<file path="config.mk">
export PLATFORM = sky130hd
export DESIGN_NAME = controle_comida
export DESIGN_NICKNAME = d
export VERILOG_FILES = /design/src/rtl/controle_comida_pkg.sv /design/src/rtl/controle_comida_contador.sv /design/src/rtl/controle_comida.sv
export SDC_FILE = /design/constraint.sdc
export NUM_CORES = 1
export LEC_CHECK = 0
export ABC_AREA = 1
export ABC_CLOCK_PERIOD_IN_PS = 4600
export BUFFER_PORTS_ARGS = -buffer_cell sky130_fd_sc_hd__buf_2
export CAP_MARGIN = 20
export CORE_ASPECT_RATIO = 1.75
export CORE_MARGIN = 2
export CORE_UTILIZATION = 60
export DETAILED_ROUTE_END_ITERATION = 10
export MAX_ROUTING_LAYER = met4
export PLACE_DENSITY = 0.89
export SLEW_MARGIN = 0
export SYNTH_ARGS = -nofsm -noshare
export SYNTH_HDL_FRONTEND = slang
export SYNTH_SLANG_ARGS = --single-unit
</file>
<file path="constraint.sdc">
create_clock -name clock -period 4.6 [get_ports clock]
set_clock_uncertainty 0.1 [all_clocks]
set_input_delay 0.23 -clock clock [delete_from_list [all_inputs] [get_ports clock]]
set_output_delay 0.23 -clock clock [all_outputs]
set_load 0.01 [all_outputs]
</file>
<file path="src/rtl/controle_comida_pkg.sv">
// -----------------------------------------------------------------------------
// controle_comida_pkg
// Shared definitions for the food-placement controller and its neighbours.
//   - LARGURA / ALTURA : default grid size (also used by board memory and
//                        renderer, so they live here rather than in the FSM)
//   - INTERVALO_PAD / MAX_TENTATIVAS_PAD : default sampling interval and the
//                        number of random draws before the linear scan
//   - estado_t         : controller state encoding
//   - largura_contador : counter width for a modulo-N counter (at least 1 bit)
// -----------------------------------------------------------------------------
package controle_comida_pkg;

    localparam int LARGURA            = 16;
    localparam int ALTURA             = 16;
    localparam int INTERVALO_PAD      = 4;
    localparam int MAX_TENTATIVAS_PAD = 15;

    typedef enum logic [2:0] {
        OCIOSO    = 3'd0,
        ESPERA_X  = 3'd1,
        ESPERA_Y  = 3'd2,
        VERIFICA  = 3'd3,
        VARREDURA = 3'd4,
        FIM       = 3'd5
    } estado_t;

    function automatic int largura_contador(input int n);
        return (n > 1) ? $clog2(n) : 1;
    endfunction

endpackage

</file>
<file path="src/rtl/controle_comida_contador.sv">
// -----------------------------------------------------------------------------
// contador_intervalo
// Modulo-INTERVALO counter that paces sampling of the free-running random
// nibble. Counts while enabled, wraps to 0 on its own terminal count.
//   clock      in  system clock, rising edge
//   reset_n    in  asynchronous active-low reset
//   limpa_i    in  synchronous clear (holds the count at 0)
//   habilita_i in  count enable
//   terminal_o out high in the cycle the count sits at INTERVALO-1 while enabled
// -----------------------------------------------------------------------------
module contador_intervalo #(
    parameter int INTERVALO = 4
) (
    input  logic clock,
    input  logic reset_n,
    input  logic limpa_i,
    input  logic habilita_i,
    output logic terminal_o
);
    import controle_comida_pkg::*;

    localparam int            CW     = largura_contador(INTERVALO);
    localparam logic [CW-1:0] ULTIMO = CW'(INTERVALO - 1);

    logic [CW-1:0] cnt_q, cnt_d;

    assign terminal_o = habilita_i && (cnt_q == ULTIMO);

    always_comb begin
        cnt_d = cnt_q;
        if (limpa_i || terminal_o) begin
            cnt_d = '0;
        end else if (habilita_i) begin
            cnt_d = cnt_q + 1'b1;
        end
    end

    always_ff @(posedge clock or negedge reset_n) begin
        if (!reset_n) begin
            cnt_q <= '0;
        end else begin
            cnt_q <= cnt_d;
        end
    end

endmodule

</file>
<file path="src/rtl/controle_comida.sv">
// -----------------------------------------------------------------------------
// controle_comida
// Places one food item on the snake grid. On request it samples an X and then
// a Y candidate from the random nibble (one sample every INTERVALO cycles),
// checks the candidate against the board occupancy map and retries on
// collision. After MAX_TENTATIVAS failed draws it scans the board linearly
// and takes the first free cell, or reports that the board is full.
//   clock          in   system clock, rising edge
//   reset_n        in   asynchronous active-low reset
//   pedido         in   placement request (only honoured when idle)
//   aleatorio      in   random nibble from the generator
//   ocupado_celula in   occupancy of (consulta_x, consulta_y), same cycle
//   consulta_x/_y  out  cell being checked; hold last value otherwise
//   comida_x/_y    out  placed food position, held between placements
//   valido         out  one-cycle pulse: new comida_x/_y
//   falha          out  one-cycle pulse: no free cell found
//   ocupado        out  controller busy
// -----------------------------------------------------------------------------
module controle_comida #(
    parameter int INTERVALO      = controle_comida_pkg::INTERVALO_PAD,
    parameter int MAX_TENTATIVAS = controle_comida_pkg::MAX_TENTATIVAS_PAD,
    parameter int LARGURA        = controle_comida_pkg::LARGURA,
    parameter int ALTURA         = controle_comida_pkg::ALTURA
) (
    input  logic       clock,
    input  logic       reset_n,
    input  logic       pedido,
    input  logic [3:0] aleatorio,
    input  logic       ocupado_celula,
    output logic [3:0] consulta_x,
    output logic [3:0] consulta_y,
    output logic [3:0] comida_x,
    output logic [3:0] comida_y,
    output logic       valido,
    output logic       falha,
    output logic       ocupado
);
    import controle_comida_pkg::*;

    localparam logic [3:0] MAX_T = 4'(MAX_TENTATIVAS);

    estado_t    estado_q, estado_d;
    logic [3:0] cand_x_q, cand_x_d, cand_y_q, cand_y_d;
    logic [3:0] tent_q, tent_d;
    logic [7:0] idx_q, idx_d;
    logic [3:0] cons_x_q, cons_x_d, cons_y_q, cons_y_d;
    logic [3:0] com_x_q, com_x_d, com_y_q, com_y_d;
    logic       falha_q, falha_d;
    logic       habilita, terminal;

    // Widen to int so a full 16x16 grid does not produce an always-true
    // 4-bit comparison.
    function automatic logic dentro(input logic [3:0] x, input logic [3:0] y);
        return (int'(x) < LARGURA) && (int'(y) < ALTURA);
    endfunction

    // One counter serves both waiting states; it is held at 0 everywhere
    // else so each wait window starts from a fresh count.
    assign habilita = (estado_q == ESPERA_X) || (estado_q == ESPERA_Y);

    contador_intervalo #(
        .INTERVALO (INTERVALO)
    ) u_contador (
        .clock      (clock),
        .reset_n    (reset_n),
        .limpa_i    (!habilita),
        .habilita_i (habilita),
        .terminal_o (terminal)
    );

    always_comb begin
        estado_d   = estado_q;
        cand_x_d   = cand_x_q;
        cand_y_d   = cand_y_q;
        tent_d     = tent_q;
        idx_d      = idx_q;
        com_x_d    = com_x_q;
        com_y_d    = com_y_q;
        falha_d    = 1'b0;
        consulta_x = cons_x_q;
        consulta_y = cons_y_q;

        case (estado_q)
            OCIOSO: begin
                if (pedido) begin
                    tent_d   = '0;
                    estado_d = ESPERA_X;
                end
            end
            ESPERA_X: begin
                if (terminal) begin
                    cand_x_d = aleatorio;
                    estado_d = ESPERA_Y;
                end
            end
            ESPERA_Y: begin
                if (terminal) begin
                    cand_y_d = aleatorio;
                    estado_d = VERIFICA;
                end
            end
            VERIFICA: begin
                consulta_x = cand_x_q;
                consulta_y = cand_y_q;
                if (dentro(cand_x_q, cand_y_q) && !ocupado_celula) begin
                    com_x_d  = cand_x_q;
                    com_y_d  = cand_y_q;
                    estado_d = FIM;
                end else begin
                    // Out-of-range candidates count as a failed draw too.
                    tent_d = tent_q + 4'd1;
                    if (tent_d == MAX_T) begin
                        idx_d    = '0;
                        estado_d = VARREDURA;
                    end else begin
                        estado_d = ESPERA_X;
                    end
                end
            end
            VARREDURA: begin
                consulta_x = idx_q[3:0];
                consulta_y = idx_q[7:4];
                if (dentro(idx_q[3:0], idx_q[7:4]) && !ocupado_celula) begin
                    com_x_d  = idx_q[3:0];
                    com_y_d  = idx_q[7:4];
                    estado_d = FIM;
                end else if (idx_q == 8'hFF) begin
                    falha_d  = 1'b1;
                    estado_d = OCIOSO;
                end else begin
                    idx_d = idx_q + 8'd1;
                end
            end
            FIM: begin
                estado_d = OCIOSO;
            end
            default: begin
                estado_d = OCIOSO;
            end
        endcase

        cons_x_d = consulta_x;
        cons_y_d = consulta_y;
    end

    always_ff @(posedge clock or negedge reset_n) begin
        if (!reset_n) begin
            estado_q <= OCIOSO;
            cand_x_q <= '0;
            cand_y_q <= '0;
            tent_q   <= '0;
            idx_q    <= '0;
            cons_x_q <= '0;
            cons_y_q <= '0;
            com_x_q  <= '0;
            com_y_q  <= '0;
            falha_q  <= 1'b0;
        end else begin
            estado_q <= estado_d;
            cand_x_q <= cand_x_d;
            cand_y_q <= cand_y_d;
            tent_q   <= tent_d;
            idx_q    <= idx_d;
            cons_x_q <= cons_x_d;
            cons_y_q <= cons_y_d;
            com_x_q  <= com_x_d;
            com_y_q  <= com_y_d;
            falha_q  <= falha_d;
        end
    end

    // falha is registered because the FSM is already back in OCIOSO in the
    // cycle it is reported; valido is simply the one-cycle FIM state.
    assign comida_x = com_x_q;
    assign comida_y = com_y_q;
    assign valido   = (estado_q == FIM);
    assign falha    = falha_q;
    assign ocupado  = (estado_q == ESPERA_X) || (estado_q == ESPERA_Y) ||
                      (estado_q == VERIFICA) || (estado_q == VARREDURA);

endmodule

</file>
==> results by stage <==
Clocking:
- In this run, CTS created clock tree buffers numbering 5.
- The clock-pin transition on the worst setup and hold timing paths is approximately 0.080 ns.
- Counting along the longest clock path gives a buffer depth of 2.
- The clock tree root buffer cell is sky130_fd_sc_hd__clkbuf_8.
- TritonCTS built the clock tree.
- The latest clock arrival within the worst-skew pair is 0.29 ns.
- Once the clock tree was built, the setup fixing pass inserted 0 buffers.
- The H-tree was split into 2 levels.
- The number of clock sinks is 42.

Layout:
- The repair_antennas step left the layout with diodes totalling 0.
- The area of all sequential standard cells is 1050 um^2.
- The net count of the finished layout is 306.
- In the final layout, the multi-input gates occupy ~920 um^2.
- The filler cells instantiated in the layout total 275.
- Of the cells placed in the final design, the portion with a size suffix greater than 1 is 0.169.
- Compared with the post-synthesis result, the final layout area differs by 12.6%.

Timing:
- The share of the clock period used by the worst path is 0.518.
- The final-layout setup total negative slack is 0 ns.
- The transition time at the pin with the least slew margin is 0.904 ns.
- The final count of pins violating max slew is 0.
- The routed design could run at a clock period as short as 2.38 ns.
- Hold timing on the final database bottoms out at a slack of 0.0942 ns.
- After layout, the worst setup slack is 2.22 ns.
- Setup violations remaining at the end of the flow were counted as 0.
- The worst pin sits at a relative slew slack of 0.397.
- The count of endpoints failing hold in the final timing report is 0.
- The peak clock frequency supported by timing is between 0.4 and 0.5 GHz.
- Setup repair after global routing left no endpoint under its margin.

Yosys:
- The cell count after synthesis came out at around 270.
- In the post-synthesis netlist, the cell with the most instances is sky130_fd_sc_hd__nand2_1.
- Of all cell types, the one taking the most synthesized area is sky130_fd_sc_hd__dfrtp_1.
- The area of the mapped netlist is 2150 um^2.
- The per-instance average area after synthesis is 8.11 um^2.
- The number of different library cells used by synthesis comes to 27.
- Ranked by instance count, the synthesized netlist is headed by sky130_fd_sc_hd__nand2_1, sky130_fd_sc_hd__dfrtp_1, sky130_fd_sc_hd__inv_1, sky130_fd_sc_hd__nor2_1, sky130_fd_sc_hd__o21ai_0.
- Of the synthesized area, sequential elements account for 0.489.
- The area share of the largest cell type after synthesis is 0.489.
- When the netlist entered floorplanning its net count stood at 277.
- In this run, synthesis inferred 0 flip-flops with an integrated enable.
- Counting flops with an async set or reset pin after synthesis yields a share of 1.00.
- Synthesis inferred 42 register bits.
- The flip-flop cell with the highest count after synthesis is sky130_fd_sc_hd__dfrtp_1.
- By area the synthesized netlist is led by sky130_fd_sc_hd__dfrtp_1, sky130_fd_sc_hd__nand2_1, sky130_fd_sc_hd__inv_1, sky130_fd_sc_hd__nor2_1, sky130_fd_sc_hd__o21ai_0.
- Yosys printed 0 warnings.

Pwr:
- The worst-case IR drop observed on VDD is 0.507 mV.
- The analysis attributes to cell leakage a power of around 1.2 nW.
- The power density over the cells is ~540 nW/um^2.
- After layout, the design draws a total of around 0.0013 W.

Critical path:
- The maximum fanout encountered on the critical timing path is 12.
- The count of cells along the worst register-to-register path is 6.
- The data required time at the worst endpoint is 4.27 ns.
- The most critical setup path has its startpoint at estado_q[2].
- The arrival time at the worst endpoint is 2.05 ns.
- STA classifies the critical path endpoint as a primary output.
- The worst setup path is launched from a flop.
- In this run the critical register-to-register path is launched from estado_q[2].
- The critical path class is reg -> out.

Floorplanning:
- The placeable core region is 3400 um^2.
- The number of rows created at floorplan is 28.
- The floorplan step set the die height to 83.2 um.
- The width of the die is 49.2 um.
- The initial cell density of the core is 0.632.
- The floorplan step defined a die boundary enclosing 4090 um^2.
- In this run the count of I/O pins placed on the die edge is 27.

Global routing:
- The global routing usage summed across all routing layers is 0.257.
- The overall overflow remaining after global route is 0.
- The initial antenna violation count came to 0.
- The pin count of the biggest net entering global routing is 43.
- The first global-routing pass estimated 7910 um of wire.
- The number of global-route vias before repair is 1759.

Detailed routing:
- The post-detailed-routing wire length is roughly 4600 um.
- The number of vias in the routed layout is 1806.
- The first detailed-routing pass ran for 4 iterations.
- The via density per instance is approximately 5.3.
- After the first detailed-routing iteration, the DRC count stood at 63.
- The remaining design rule violation count is 0.
- The detail route stage leaves a number of antenna-violating nets equal to 0.
- After detailed routing, the average wire length per cell comes to 13.4 um.

Hold path:
- The launch point of the worst hold path is aleatorio[3].
- In this run the worst hold path is classified as in -> reg.
- The worst hold path depth is 3.

Place:
- Input and output buffers added on the ports amount to 26.
- The final RePlAce weighted congestion is 0.928.
- The placed wire-length estimate after detailed placement is between 3000 and 4000 um.
- Before CTS, the worst setup slack after placement is between 2 and 3 ns.

Job:
- The reported max-cap violation count is 0.

Status:
- The run finished with clean final reports.
metrics by stage:
step / utilization / std cells / cell area (um^2)
after detailed placement: 0.676 / 331 / 2300
after CTS: 0.712 / 340 / 2420
final: 0.712 / 340 / 2420
after global placement: 0.676 / 331 / 2300
after floorplan: - / 265 / 2150
after global routing: 0.712 / 340 / 2420
flip-flops by register name, indices dropped and copies added (netlist names):
signal and flops:
falha 1, cand_x_q 4, cand_y_q 4, idx_q 8, comida_y 4, cons_y_q 4
comida_x 4, cons_x_q 4, estado_q 3, tent_q 4, u_contador.cnt_q 2
what timing repair did:
| action | in CTS | in global routing |
|---|---|---|
| resized for setup | 0 | 0 |
| hold endpoints to repair | 42 | 0 |
| endpoints found under the setup margin | 0 | 0 |
| hold buffers | 1 | 0 |
layout by cell type, fill, tap and decap left out, types with 3 or more instances in the layout:
cell type / instances
sky130_fd_sc_hd__dfrtp_1: 42
sky130_fd_sc_hd__nand2_1: 70
sky130_fd_sc_hd__nor2_1: 31
sky130_fd_sc_hd__nand2_4: 5
sky130_fd_sc_hd__inv_2: 4
sky130_fd_sc_hd__o21ai_0: 19
sky130_fd_sc_hd__buf_2: 26
sky130_fd_sc_hd__o211ai_1: 9
sky130_fd_sc_hd__clkbuf_8: 5
sky130_fd_sc_hd__nand3_1: 14
sky130_fd_sc_hd__inv_1: 32
sky130_fd_sc_hd__ha_1: 4
sky130_fd_sc_hd__a21oi_1: 9
sky130_fd_sc_hd__nor3_1: 3
per-layer routing:
layer | track usage | wire [um]
met5 | - | 0
met1 | 0.294 | 1830
met2 | 0.421 | 2350
met4 | 0.143 | 206
met3 | 0.0432 | 168
power by group:
group / internal, W / switching (W)
combinational: 0.000177 / 0.000300
sequential: 0.000483 / 0.0000669
clock: 0.000162 / 0.000125
path summary, 6_finish.rpt:
check / end / slack [ns]
worst max-delay path: consulta_x[0] / 2.22
worst min-delay path: cand_x_q[3] / 0.09
worst max register to register: cons_x_q[1] / 2.77
worst min register to register: u_contador.cnt_q[0] / 0.34
max in group asynchronous: tent_q[2] / 3.32
min in group asynchronous: cons_x_q[3] / 0.52
critical path: stages (launching register included):
cell and delay, ns:
sky130_fd_sc_hd__dfrtp_1 0.43, sky130_fd_sc_hd__inv_1 0.14, sky130_fd_sc_hd__nand3_2 0.27, sky130_fd_sc_hd__nand2_4 0.27
sky130_fd_sc_hd__clkinv_1 0.25, sky130_fd_sc_hd__nand2_1 0.13, sky130_fd_sc_hd__o211ai_1 0.11, sky130_fd_sc_hd__buf_2 0.16
layout make-up:
cell class | count | area share
Timing Repair Buffer | 27 | 0.0579
Inverter | 37 | 0.0574
Sequential cell | 42 | 0.435
Multi-Input combinational cell | 181 | 0.381
Clock inverter | 2 | 0.0155
Tap cell | 45 | 0.0233
Clock buffer | 6 | 0.0300
cell families after synthesis:
family / count (synthesis) / synth area share
buffers and inverters: 42 / 0.0815
AO/OA/AOI/OAI: 42 / 0.112
AND/OR/NAND/NOR: 134 / 0.290
flip-flops: 42 / 0.489
XOR/XNOR: 1 / 0.00408
adder cells (fa/ha/maj): 4 / 0.0233
Note: power is estimated with default switching activity, not from simulation.
